## config.mk

```make
export PLATFORM = sky130hd
export DESIGN_NAME = dispatch_issue_unit
export DESIGN_NICKNAME = d
export VERILOG_FILES = /design/src/rtl/dispatch_issue_unit.sv
export SDC_FILE = /design/constraint.sdc
export NUM_CORES = 1
export LEC_CHECK = 0
export CORE_ASPECT_RATIO = 1.5
export CORE_MARGIN = 2
export CORE_UTILIZATION = 41
export CTS_CLUSTER_SIZE = 24
export DETAILED_ROUTE_END_ITERATION = 8
export PLACE_DENSITY = 0.67
export SYNTH_ARGS = -nofsm -noshare
export SYNTH_HDL_FRONTEND = slang
export SYNTH_SLANG_ARGS = --single-unit
```

## constraint.sdc

```tcl
create_clock -name clk -period 4.2 [get_ports clk]
set_clock_uncertainty 0.05 [all_clocks]
set_input_delay 0.42 -clock clk [delete_from_list [all_inputs] [get_ports clk]]
set_output_delay 0.42 -clock clk [all_outputs]
set_load 0.05 [all_outputs]
```

## src/rtl/dispatch_issue_unit.sv

```systemverilog
// Dispatch/issue unit: in-order dispatch queue feeding a set of execution
// units over valid/ready, plus a round-robin arbiter that funnels unit
// results onto a single registered common data bus.

// Per-unit decode: issue strobe for this unit and its result grant.
module diu_lane #(
  parameter int EXEC_WIDTH = 4,
  parameter int GW         = 2,
  parameter int IDX        = 0
) (
  input  logic                  head_ok,
  input  logic [EXEC_WIDTH-1:0] head_id,
  input  logic                  found,
  input  logic [GW-1:0]         gnt,
  output logic                  issue_vld,
  output logic                  ack
);
  assign issue_vld = head_ok && (head_id == EXEC_WIDTH'(IDX));
  assign ack       = found && (gnt == GW'(IDX));
endmodule

module dispatch_issue_unit #(
  parameter int DATA_WIDTH = 32,
  parameter int TAG_WIDTH  = 7,
  parameter int EXEC_WIDTH = 4,
  parameter int NUM_EU     = 4,
  parameter int FIFO_DEPTH = 4
) (
  input  logic                           clk,
  input  logic                           rst,
  input  logic                           dispatch,
  input  logic [DATA_WIDTH-1:0]          op1,
  input  logic [DATA_WIDTH-1:0]          op2,
  input  logic [EXEC_WIDTH-1:0]          executionID_DU,
  input  logic [TAG_WIDTH-1:0]           executionTag,
  output logic                           dq_full,
  output logic [NUM_EU-1:0]              eu_valid,
  input  logic [NUM_EU-1:0]              eu_ready,
  output logic [DATA_WIDTH-1:0]          eu_op1,
  output logic [DATA_WIDTH-1:0]          eu_op2,
  output logic [TAG_WIDTH-1:0]           eu_tag,
  input  logic [NUM_EU-1:0]              res_valid,
  input  logic [NUM_EU*TAG_WIDTH-1:0]    res_tag,
  input  logic [NUM_EU*DATA_WIDTH-1:0]   res_data,
  output logic [NUM_EU-1:0]              res_ack,
  output logic                           cdb_valid,
  output logic [TAG_WIDTH-1:0]           cdb_tag,
  output logic [DATA_WIDTH-1:0]          cdb_data,
  output logic                           err_bad_id
);
  localparam int PW = $clog2(FIFO_DEPTH);
  localparam int CW = $clog2(FIFO_DEPTH + 1);
  localparam int GW = (NUM_EU > 1) ? $clog2(NUM_EU) : 1;
  localparam logic [EXEC_WIDTH:0] NUM_EU_X = (EXEC_WIDTH + 1)'(NUM_EU);
  localparam logic [CW-1:0]       DEPTH_C  = CW'(FIFO_DEPTH);
  localparam logic [GW-1:0]       LAST_EU  = GW'(NUM_EU - 1);

  typedef struct packed {
    logic [DATA_WIDTH-1:0] op_a;
    logic [DATA_WIDTH-1:0] op_b;
    logic [EXEC_WIDTH-1:0] id;
    logic [TAG_WIDTH-1:0]  tag;
  } dq_entry_t;

  dq_entry_t       mem [FIFO_DEPTH];
  dq_entry_t       head, in_pkt;
  logic [PW-1:0]   rd_ptr, wr_ptr;
  logic [CW-1:0]   count;
  logic            head_ok, head_bad, push, pop;

  logic [NUM_EU-1:0][TAG_WIDTH-1:0]  res_tag_a;
  logic [NUM_EU-1:0][DATA_WIDTH-1:0] res_data_a;
  logic [GW-1:0]   rr_ptr, gnt;
  logic            found;

  assign res_tag_a  = res_tag;
  assign res_data_a = res_data;

  assign in_pkt   = '{op_a: op1, op_b: op2, id: executionID_DU, tag: executionTag};
  assign head     = mem[rd_ptr];
  assign dq_full  = (count == DEPTH_C);
  assign head_ok  = (count != '0) && ({1'b0, head.id} < NUM_EU_X);
  // An out-of-range ID at the head is discarded so it cannot wedge the queue.
  assign head_bad = (count != '0) && !head_ok;
  assign push     = dispatch & ~dq_full;
  assign pop      = head_bad | (|(eu_valid & eu_ready));

  assign eu_op1 = head.op_a;
  assign eu_op2 = head.op_b;
  assign eu_tag = head.tag;

  for (genvar i = 0; i < NUM_EU; i++) begin : g_lane
    diu_lane #(.EXEC_WIDTH(EXEC_WIDTH), .GW(GW), .IDX(i)) u_lane (
      .head_ok   (head_ok),
      .head_id   (head.id),
      .found     (found),
      .gnt       (gnt),
      .issue_vld (eu_valid[i]),
      .ack       (res_ack[i])
    );
  end

  // Round-robin search: first requesting unit at or after rr_ptr, wrapping.
  always_comb begin
    int idx;
    found = 1'b0;
    gnt   = rr_ptr;
    idx   = 0;
    for (int k = 0; k < NUM_EU; k++) begin
      idx = (int'(rr_ptr) + k) % NUM_EU;
      if (!found && res_valid[GW'(idx)]) begin
        found = 1'b1;
        gnt   = GW'(idx);
      end
    end
  end

  // Queue storage, pointers, occupancy and the sticky bad-ID flag.
  always_ff @(posedge clk or negedge rst) begin
    if (!rst) begin
      rd_ptr     <= '0;
      wr_ptr     <= '0;
      count      <= '0;
      err_bad_id <= 1'b0;
      for (int i = 0; i < FIFO_DEPTH; i++) mem[i] <= '0;
    end else begin
      if (push) begin
        mem[wr_ptr] <= in_pkt;
        wr_ptr      <= wr_ptr + 1'b1;
      end
      if (pop) rd_ptr <= rd_ptr + 1'b1;
      if (push && !pop)      count <= count + 1'b1;
      else if (pop && !push) count <= count - 1'b1;
      if (head_bad) err_bad_id <= 1'b1;
    end
  end

  // CDB register: broadcast the granted result one cycle after its ack.
  always_ff @(posedge clk or negedge rst) begin
    if (!rst) begin
      cdb_valid <= 1'b0;
      cdb_tag   <= '0;
      cdb_data  <= '0;
      rr_ptr    <= '0;
    end else if (found) begin
      cdb_valid <= 1'b1;
      cdb_tag   <= res_tag_a[gnt];
      cdb_data  <= res_data_a[gnt];
      rr_ptr    <= (gnt == LAST_EU) ? '0 : gnt + 1'b1;
    end else begin
      cdb_valid <= 1'b0;
    end
  end
endmodule
```

==> impl_results.html <==
<table>
<tr><th>Metric</th><th>Value</th></tr>
<tr><th colspan="2">Setup path</th></tr>
<tr><td>Internal reg-to-reg setup slack</td><td>~1.2 ns</td></tr>
<tr><td>Launching element type of the critical path</td><td>flop</td></tr>
<tr><td>CP endpoint kind</td><td>output port</td></tr>
<tr><td>Count of buffering cells on the critical path with inverters included</td><td>1</td></tr>
<tr><td>Worst reg2reg path startpoint</td><td>rd_ptr[0]</td></tr>
<tr><td>R2R depth</td><td>10</td></tr>
<tr><td>Worst setup path endpoint</td><td>eu_valid[3]</td></tr>
<tr><td>Crit path launch</td><td>rd_ptr[0]</td></tr>
<tr><td>CP Class</td><td>reg2out</td></tr>
<tr><td>Cell Chain, Critical Path</td><td>mux4_2 &gt; nor2b_1 &gt; and3_1 &gt; clkdlybuf4s50_1</td></tr>
<tr><td>Total stage count of the critical path</td><td>4</td></tr>
<tr><td>Largest delay share family, worst path</td><td>buffers and inverters</td></tr>
<tr><td>Max stage delay on crit path</td><td>0.80 ns</td></tr>
<tr><td>Cell with the largest stage delay on the worst path</td><td>clkdlybuf4s50_1</td></tr>
<tr><td>End of the worst register-to-register path</td><td>count[2]</td></tr>
<tr><td>Worst Path Required</td><td>3.73 ns</td></tr>
<tr><td>Worst Path Arrival</td><td>just over 3 ns</td></tr>
<tr><td>Peak fanout along the critical path</td><td>16</td></tr>
<tr><th colspan="2">Power and ir drop</th></tr>
<tr><td>Internal Power</td><td>approximately 0.012 W</td></tr>
<tr><td>Sequential power share</td><td>a little under a third</td></tr>
<tr><td>Sw power</td><td>between 0.008 and 0.009 W</td></tr>
<tr><td>Static Leak</td><td>~9.0 nW</td></tr>
<tr><td>Combinational group share of total power</td><td>roughly 54%</td></tr>
<tr><td>Power density cells</td><td>931 nW/µm²</td></tr>
<tr><td>Part of the total power dissipated in the clock network</td><td>~16%</td></tr>
<tr><td>Worst voltage drop across the vdd grid</td><td>660 µV</td></tr>
<tr><td>Switching portion of total power</td><td>41.3%</td></tr>
<tr><td>Tot Pwr</td><td>about 0.02 W</td></tr>
<tr><th colspan="2">Logic synthesis</th></tr>
<tr><td>Seq/Total Area, Yosys</td><td>53.3%</td></tr>
<tr><td>Number of nets produced by synthesis</td><td>between 1,000 and 1,500</td></tr>
<tr><td>Number of standard cells after synthesis</td><td>1,085</td></tr>
<tr><td>Avg Synthesized Cell Area</td><td>around 15 µm²</td></tr>
<tr><td>Most frequently used flop master after synthesis</td><td>dfrtp_1</td></tr>
<tr><td>EDFF count, synth</td><td>0</td></tr>
<tr><td>Distinct cells, synth</td><td>42</td></tr>
<tr><td>Post-synthesis instance area</td><td>16,400 µm²</td></tr>
<tr><td>Post-synthesis async set-or-reset flop share</td><td>100%</td></tr>
<tr><td>Number of storage elements in the synthesis netlist</td><td>350</td></tr>
<tr><td>Count of synthesis-stage warnings from yosys</td><td>0</td></tr>
<tr><th colspan="2">Die</th></tr>
<tr><td>Row count</td><td>a little under 90</td></tr>
<tr><td>Area enclosed by the die boundary</td><td>41,700 µm²</td></tr>
<tr><td>Height of the die</td><td>about 250 µm</td></tr>
<tr><td>Starting density of the core</td><td>a little over two fifths</td></tr>
<tr><td>Die X</td><td>167 µm</td></tr>
<tr><td>Core region area</td><td>around 39,000 µm²</td></tr>
<tr><td>Boundary pin count</td><td>363</td></tr>
<tr><th colspan="2">Global routing</th></tr>
<tr><td>Wire length of the first global-routing pass</td><td>about 66 mm</td></tr>
<tr><td>Number of global-route vias before repair</td><td>about 12,000</td></tr>
<tr><td>Maximum number of pins on one net before global-route repair</td><td>between 100 and 150</td></tr>
<tr><td>Initial antenna violation count</td><td>6</td></tr>
<tr><td>GRT Util Overall</td><td>approximately a fifth</td></tr>
<tr><td>Residual overflow from global routing</td><td>0</td></tr>
<tr><th colspan="2">Clocking</th></tr>
<tr><td>Number of setup buffers added after CTS</td><td>0</td></tr>
<tr><td>CTS Buf Count</td><td>36</td></tr>
<tr><td>Insertion delay of the later-clocked pin in the worst-skew pair</td><td>around 0.53 ns</td></tr>
<tr><td>Root buffer cell</td><td>clkbuf_16</td></tr>
<tr><td>Longest Clk Path Bufs</td><td>3</td></tr>
<tr><td>CTS tree</td><td>done</td></tr>
<tr><td>Clock transition at the registers of the reported paths</td><td>roughly 0.060 ns</td></tr>
<tr><td>Count of clock tree sinks</td><td>350</td></tr>
<tr><td>Total number of H-tree levels</td><td>2</td></tr>
<tr><th colspan="2">Route</th></tr>
<tr><td>Total Wirelength</td><td>about 42 mm</td></tr>
<tr><td>Number of design-rule violations left by the first detailed-router iteration</td><td>around 490</td></tr>
<tr><td>DRT Pass-1 Iters</td><td>6</td></tr>
<tr><td>Detail Route Antenna Nets</td><td>0</td></tr>
<tr><td>DRC violations left</td><td>28</td></tr>
<tr><td>Routed length per instance</td><td>21.4 µm</td></tr>
<tr><td>Vias/cell</td><td>about 5.4</td></tr>
<tr><td>Number of vias in the routed layout</td><td>10,500</td></tr>
<tr><th colspan="2">Timing</th></tr>
<tr><td>Final count of negative-setup-slack endpoints</td><td>0</td></tr>
<tr><td>Post-route setup TNS</td><td>0 ns</td></tr>
<tr><td>Number of slew-limit violations in the final report</td><td>0</td></tr>
<tr><td>Number of hold violations in the final report</td><td>0</td></tr>
<tr><td>Slew @ Worst Pin</td><td>0.792 ns</td></tr>
<tr><td>Highest achievable clock rate</td><td>~0.28 GHz</td></tr>
<tr><td>Tightest slew margin relative to the limit</td><td>47.1%</td></tr>
<tr><td>Crit path time final</td><td>approximately 3.5 ns</td></tr>
<tr><td>Period utilization</td><td>approximately 84%</td></tr>
<tr><td>RSZ-0062 raised after global routing</td><td>no</td></tr>
<tr><th colspan="2">Finish</th></tr>
<tr><td>Nets@finish</td><td>1,673</td></tr>
<tr><td>Share of final-layout standard cells stronger than drive strength 1</td><td>35.5%</td></tr>
<tr><td>Area added between synthesis and finish</td><td>32.2%</td></tr>
<tr><th colspan="2">Placement</th></tr>
<tr><td>HPWL after DPL</td><td>28.8 mm</td></tr>
<tr><td>Port Buffer Count</td><td>362</td></tr>
<tr><td>RePlAce Congestion</td><td>about 0.86</td></tr>
<tr><th colspan="2">Run status</th></tr>
<tr><td>Status</td><td>finished, violations left</td></tr>
<tr><td>Violations in the final reports</td><td>DRC</td></tr>
<tr><th colspan="2">Min path</th></tr>
<tr><td>Worst hold path class</td><td>in2async</td></tr>
<tr><th colspan="2">Job</th></tr>
<tr><td>Number of max-capacitance violations reported</td><td>0</td></tr>
</table>
cell type report:
cell class	count	area, µm²
Clock inverter	10	91.3
Inverter	6	22.5
Antenna cell	6	15.0
Clock buffer	53	1090
Fill cell	3323	17700
Sequential cell	350	8770
Tap cell	500	626
Multi-Input combinational cell	641	7210
Timing Repair Buffer	386	3900
how the worst min path moves through the flow:
stage / startpoint / endpoint / slack, ns
floorplan: rst / cdb_data[0] / 0.07
global placement: rst / cdb_data[0] / 0.41
detailed placement: rst / cdb_data[0] / 0.41
CTS: err_bad_id / err_bad_id / 0.43
global route: err_bad_id / err_bad_id / 0.44
finish: rst / cdb_data[0] / 0.42
cells in the final DEF, fill, tap and decap left out, drive strengths merged, types with 4 or more instances in the layout:
master	netlist	final
mux2	302	302
or2	4	4
and2	4	4
a211oi	78	78
o21ai	4	4
buf	53	28
clkinv	0	7
clkdlybuf4s50	0	357
and3	41	41
nand2	8	8
clkbuf	35	53
inv	6	6
mux4	74	74
ha	9	9
nor2	40	40
diode	0	6
nor2b	7	7
dfrtp	350	350
mux2i	41	41
routing by layer:
layer | vias up | wire (µm) | global-route usage, %
met5 | - | 0 | 0
met4 | 0 | 1530 | 8.72
met3 | 70 | 2760 | 4.91
met2 | 314 | 22500 | 37.0
met1 | 5387 | 15000 | 22.4
li1 | 4716 | - | -
state kept, by name, indices dropped and copies added (netlist names):
signal and cells:
cdb_data 32, err_bad_id 1, mem 300, rr_ptr 2, cdb_valid 1, wr_ptr 2, cdb_tag 7, count 3
rd_ptr 2
cell usage after synthesis, types with 7 or more instances:
cell	number	share of area, %
a211oi_1	39	1.8
nand2_1	7	0.16
ha_1	9	0.69
nor2_1	40	0.91
clkbuf_1	35	0.80
mux2i_1	41	2.5
buf_4	9	0.41
dfrtp_1	350	53
mux2_2	302	21
and3_1	41	1.6
buf_2	35	1.1
a211oi_2	39	3.0
mux4_2	74	10
nor2b_1	7	0.27
timing repair:
action / CTS / global route
gates resized for setup: 0 / 0
hold endpoints to repair: 82 / 0
hold buffers: 1 / 0
through the flow:
stage / utilization [%] / std cells / hold WS, ns / area [µm²] / setup WS, ns
finish: 55.1 / 1952 / 0.422 / 21700 / 0.656
global route: 55.1 / 1951 / 0.442 / 21700 / 0.519
CTS: 55.1 / 1946 / 0.433 / 21700 / 0.588
detailed placement: 52.1 / 1882 / 0.413 / 20500 / 0.738
global placement: 52.1 / 1882 / 0.409 / 20500 / 0.821
floorplan: - / 1085 / 0.0744 / 16400 / 1.12
logic make-up after synthesis:
kind of cell,Yosys count,share of synthesized area [%]
DFF,350,53.3
muxes,417,33.3
buffers and inverters,94,3.06
AOI/OAI and AO/OA,92,5.38
and+or+nand+nor,117,3.87
xor gates and xnor gates,5,0.267
adders and majority gates,10,0.807
power by group through the flow:
stage | logic [W] | clock network [W] | registers, W
2_1_floorplan | 0.00751 | 0 | 0.00638
6_report | 0.0110 | 0.00318 | 0.00606
4_1_cts | 0.0111 | 0.00328 | 0.00607
3_3_place_gp | 0.0110 | 0 | 0.00602
5_1_grt | 0.0116 | 0.00342 | 0.00631
3_5_place_dp | 0.0111 | 0 | 0.00612
(Power assumes the default switching activity.)
